$ cat config.mk
export PLATFORM = sky130hd
export DESIGN_NAME = inv_edge_meter_flat
export DESIGN_NICKNAME = d
export VERILOG_FILES = /design/src/rtl/inv_edge_meter_if.sv /design/src/rtl/inv_edge_meter.sv /design/src/flat_wrapper.sv
export SDC_FILE = /design/constraint.sdc
export NUM_CORES = 1
export LEC_CHECK = 0
export CAP_MARGIN = 20
export CORE_ASPECT_RATIO = 1.2
export CORE_UTILIZATION = 45
export CTS_CLUSTER_SIZE = 25
export DETAILED_ROUTE_END_ITERATION = 7
export GPL_ROUTABILITY_DRIVEN = 0
export PLACE_DENSITY = 0.77
export SYNTH_ARGS = -nofsm -noshare
export SYNTH_HDL_FRONTEND = slang
export SYNTH_SLANG_ARGS = --single-unit
$ cat constraint.sdc
create_clock -name clk -period 2.3 [get_ports clk]
set_input_delay 0.46 -clock clk [delete_from_list [all_inputs] [get_ports clk]]
set_output_delay 0.46 -clock clk [all_outputs]
set_load 0.005 [all_outputs]
$ cat src/rtl/inv_edge_meter_if.sv
// inv_edge_meter_if: control, cell-sample and result signals of the edge meter
interface inv_edge_meter_if #(
  parameter int CNT_W = 16,
  parameter int WIN_W = 16
);
  logic             start;
  logic [WIN_W-1:0] window_len;
  logic             y_in;
  logic             busy;
  logic             done;
  logic [CNT_W-1:0] rise_count;
  logic [CNT_W-1:0] fall_count;
  logic             overflow;
  modport master (output start, window_len, y_in, input busy, done, rise_count, fall_count, overflow);
  modport slave  (input start, window_len, y_in, output busy, done, rise_count, fall_count, overflow);
endinterface

$ cat src/rtl/inv_edge_meter.sv
// inv_edge_meter: counts rising/falling transitions of the inverter cell output over a programmable window
module inv_edge_meter #(
  parameter int CNT_W = 16,
  parameter int WIN_W = 16
) (
`ifdef USE_POWER_PINS
  inout wire vccd1,
  inout wire vssd1,
`endif
  input logic            clk,
  input logic            rst_n,
  inv_edge_meter_if.slave bus
);
  typedef enum logic [1:0] {IDLE, ARM, MEAS, DONE} state_t;
  state_t           r_state, w_next;
  logic [WIN_W-1:0] r_remaining;
  logic [CNT_W-1:0] r_rise, r_fall;
  logic             r_ovf, r_y_q;
  logic             w_busy, w_done, w_rise_ev, w_fall_ev;
  always_ff @(posedge clk or negedge rst_n)
    if (!rst_n) r_state <= IDLE;
    else        r_state <= w_next;
  always_comb
    w_next = (r_state == IDLE) ? (bus.start ? ARM : IDLE) :
             (r_state == ARM)  ? ((r_remaining == '0) ? DONE : MEAS) :
             (r_state == MEAS) ? ((r_remaining == WIN_W'(1)) ? DONE : MEAS) : IDLE;
  always_comb begin
    w_busy = (r_state == ARM) || (r_state == MEAS);
    w_done = (r_state == DONE);
  end
  assign w_rise_ev = (r_state == MEAS) &&  bus.y_in && !r_y_q;
  assign w_fall_ev = (r_state == MEAS) && !bus.y_in &&  r_y_q;
  // A saturated counter holds and flags overflow instead of wrapping.
  always_ff @(posedge clk or negedge rst_n)
    if (!rst_n) begin
      r_remaining <= '0;
      r_rise      <= '0;
      r_fall      <= '0;
      r_ovf       <= 1'b0;
      r_y_q       <= 1'b0;
    end else if (r_state == IDLE) begin
      if (bus.start) begin
        r_remaining <= bus.window_len;
        r_rise      <= '0;
        r_fall      <= '0;
        r_ovf       <= 1'b0;
      end
    end else if (r_state == ARM) begin
      r_y_q <= bus.y_in;
    end else if (r_state == MEAS) begin
      r_y_q       <= bus.y_in;
      r_remaining <= (r_remaining == '0) ? '0 : r_remaining - WIN_W'(1);
      if (w_rise_ev) begin
        if (r_rise == '1) r_ovf  <= 1'b1;
        else              r_rise <= r_rise + CNT_W'(1);
      end
      if (w_fall_ev) begin
        if (r_fall == '1) r_ovf  <= 1'b1;
        else              r_fall <= r_fall + CNT_W'(1);
      end
    end
  assign bus.busy       = w_busy;
  assign bus.done       = w_done;
  assign bus.rise_count = r_rise;
  assign bus.fall_count = r_fall;
  assign bus.overflow   = r_ovf;
endmodule

$ cat src/flat_wrapper.sv
// flat-port wrapper written by rule: the top's interface ports become plain ports
module inv_edge_meter_flat 
#(
  parameter int CNT_W = 16,
  parameter int WIN_W = 16
)
  (clk, rst_n, bus_start, bus_window_len, bus_y_in, bus_busy, bus_done, bus_rise_count, bus_fall_count, bus_overflow);
  inv_edge_meter_if #(.CNT_W(CNT_W), .WIN_W(WIN_W)) bus_i ();
  input logic clk;
  input logic rst_n;
  input wire logic [$bits(bus_i.start)-1:0] bus_start;
  input wire logic [$bits(bus_i.window_len)-1:0] bus_window_len;
  input wire logic [$bits(bus_i.y_in)-1:0] bus_y_in;
  output wire logic [$bits(bus_i.busy)-1:0] bus_busy;
  output wire logic [$bits(bus_i.done)-1:0] bus_done;
  output wire logic [$bits(bus_i.rise_count)-1:0] bus_rise_count;
  output wire logic [$bits(bus_i.fall_count)-1:0] bus_fall_count;
  output wire logic [$bits(bus_i.overflow)-1:0] bus_overflow;
  assign bus_i.start = bus_start;
  assign bus_i.window_len = bus_window_len;
  assign bus_i.y_in = bus_y_in;
  assign bus_busy = bus_i.busy;
  assign bus_done = bus_i.done;
  assign bus_rise_count = bus_i.rise_count;
  assign bus_fall_count = bus_i.fall_count;
  assign bus_overflow = bus_i.overflow;
  inv_edge_meter #(.CNT_W(CNT_W), .WIN_W(WIN_W)) u_core (.clk(clk), .rst_n(rst_n), .bus(bus_i));
endmodule
==> metrics.txt <==
status=complete, but fails checks; failing checks=setup timing; CTS tree=yes; vias per cell=5.730; nets@finish=439; Mapped Area=3014 µm²; Most used DFF post-synth=dfrtp_1; CTS clk-pin slew, worst paths=0.10 ns; Vias=2842; Post-CTS Hold Buffers=0; fraction of layout cells with a size suffix above 1=17.76%; # diodes=0; Distinct cells, synth=51; Die W=76.71 µm; core area=6446 µm²; worst rel slew slack=57.38%; drt first-iter violations=170; Overall Power=0.002547 W; total track usage=23.24%; die height=91.66 µm; achievable frequency=0.4274 GHz; GR Overflow Total=0; crit path cell chain=inv_2 -> ha_2 -> nand2b_4 -> or4b_4 -> or4b_4 -> or3_4 -> a21oi_2; CTS sink cnt=52; met3 WL=248 µm; Top Layer Used=met4; row count=32; CTS buffer count=5; DR WL/cell=14.70 µm; Clock Latency Late Sink=0.30 ns; Boundary Pins=55; Leak=1.631 nW; Hold Fails Final Rpt=0; Mean Syn Cell Area=9.218 µm²; Hold Worst Slack=0.06756 ns; layout filler cell count=536; Slew @ Worst Pin=0.6344 ns; Seq/Total Area, Yosys=43.17%; worst path required time=2.53 ns; Async SR Flop Fraction=100.0%; DR pass1 iterations=7; IR drop worst, VDD=361.7 µV; CP endpoint kind=flop; Critical-path top delay cell=or4b_4; post-route setup slack=-0.03978 ns; Port Buf Inserts=54; Post-Synthesis Net Count=356; Final HPWL DP=5565 µm; Total Wirelength=7291 µm; vias in the first global route=2845; Util after Layout=63.76%; ratio of final minimum period to clock period=101.7%; Post-route DRC=0; starting density of the core=46.76%; area of the die=7031 µm²; EDFF count, synth=0; worst hold path class=in -> async; P&R area growth vs syn=36.36%; Post-Layout Inst Area=4110 µm²; Max FO, Critical Path=4; Post-CTS Setup Bufs=0; largest net degree at the start of global routing=21; Fin Clk Skew=0.008034 ns; commonest non-fill, non-tap cells in the layout=clkdlybuf4s50_1 (53), dfrtp_1 (52), nand2_1 (36), buf_4 (34), nor2_1 (28); first-pass GRT wire length=13210 µm; H-tree depth=2; WS Path Type=reg -> reg; Max Root-Sink Buffers=2; most common cell after layout, fill and taps aside=clkdlybuf4s50_1; Crit path top cell by count=or4b_4; Post-DP Area=3886 µm²; Clock Tree Root=clkbuf_8; initial antenna violation count=0; ANT nets after route=0; yosys warns=0; Synth Register Bits=52; Post-Synthesis Cells=327; RSZ-0062 raised after global routing=true; cell area power density=619.6 nW/µm²; Setup crit start kind=flop; number of max-cap violations=0; wl on met1=3081 µm; Worst EP arrival=2.57 ns; # setup viols final=2; CP peak stage delay=0.53 ns; Pins Over Slew Limit=0; Met2 Wirelength=3896 µm; Final min period=2.340 ns
[critical path, delay by kind of cell, from the launching register on]
kind / cells / cell delay, ns
AND/OR/NAND/NOR: 4 / 1.54
flip-flops: 1 / 0.40
adder cells (fa/ha/maj): 1 / 0.17
AO/OA/AOI/OAI: 1 / 0.13
buffers and inverters: 1 / 0.05
[logic make-up (layout without fill, tap and decap cells)]
group,Yosys count,after routing,share of synthesized area [%]
xor+xnor,23,23,6.683
buf+inv,18,102,2.241
simple gates,153,153,27.81
flops,52,52,43.17
mux,5,5,1.702
compound gates,67,67,14.65
fa+ha+maj,9,9,3.736
[power by group]
group | total [W] | switching [W] | internal [W] | leakage, nW
clock network | 0.000850 | 0.000306 | 0.000544 | 0.0784
logic | 0.000526 | 0.000198 | 0.000327 | 0.921
registers | 0.00117 | 0.000150 | 0.00102 | 0.631
total | 0.00255 | 0.000654 | 0.00189 | 1.63
[per-layer routing]
layer,global-route usage [%],vias up
met3,3.184,6
met5,0,-
met1,28.71,1395
met4,5.929,0
li1,-,1375
met2,42.19,66
[synth_stat cells (7+ instances only)]
| cell | n | share of area, % |
|---|---|---|
| nand3_1 | 15 | 2.5 |
| xor2_1 | 14 | 4.1 |
| nor3_1 | 10 | 1.7 |
| or3_1 | 8 | 1.7 |
| a22oi_1 | 8 | 2.0 |
| a21oi_1 | 8 | 1.3 |
| clkbuf_1 | 12 | 1.5 |
| nand2_1 | 36 | 4.5 |
| dfrtp_1 | 52 | 43 |
| and3_1 | 7 | 1.5 |
| nor2_1 | 29 | 3.6 |
| ha_1 | 9 | 3.7 |
| o21ai_0 | 24 | 4.0 |
| xnor2_1 | 9 | 2.6 |
[final timing paths]
kind / start / end / slack (ns) / cells past startpoint
hold reg to reg: u_core.bus.overflow$_DFFE_PN0P_ / u_core.bus.overflow$_DFFE_PN0P_ / 0.53 / 1
min in group clk: u_core.bus.overflow$_DFFE_PN0P_ / u_core.bus.overflow$_DFFE_PN0P_ / 0.53 / 1
hold / removal: rst_n / u_core.bus.fall_count[14]$_DFFE_PN0P_ / 0.07 / 1
max in group asynchronous: rst_n / u_core.bus.rise_count[15]$_DFFE_PN0P_ / 1.64 / 2
setup / recovery: u_core.r_state[1]$_DFF_PN0_ / u_core.bus.rise_count[15]$_DFFE_PN0P_ / -0.04 / 7
setup reg to reg: u_core.r_state[1]$_DFF_PN0_ / u_core.bus.rise_count[15]$_DFFE_PN0P_ / -0.04 / 7
[per-stage QoR]
| stage | TNS [ns] | setup WS [ns] | std cells |
|---|---|---|---|
| after floorplan | -0.01722 | -0.008728 | 327 |
| after global placement | -1.527 | -0.2648 | 488 |
| after CTS | -0.06957 | -0.04247 | 496 |
| after global routing | -0.2390 | -0.1218 | 496 |
| after detailed placement | -2.002 | -0.2974 | 488 |
| final | -0.07126 | -0.03978 | 496 |
[cell type report]
cell class,instances,area (µm²),share of cell area (%)
multi-input cells,257,1730,42.10
flip-flops and latches,52,1301,31.66
repair buffers,88,790.8,19.24
well taps,85,106.4,2.588
clock inverters,3,90.09,2.192
clock buffers,5,68.82,1.674
inverters,6,22.52,0.5479
[flip-flops by register name, summed over array words and instances, names as in the netlist]
signal and cells:
u_core.bus.rise_count 16, u_core.r_state 2, u_core.r_y_q 1, u_core.bus.overflow 1, u_core.r_remaining 16, u_core.bus.fall_count 16
[repair_timing]
action / 4_1_cts / 5_1_grt
gates resized for setup: 5 / 11
pin swaps: 1 / 0
setup endpoints to repair: 5 / 16
(Power assumes the default switching activity.)
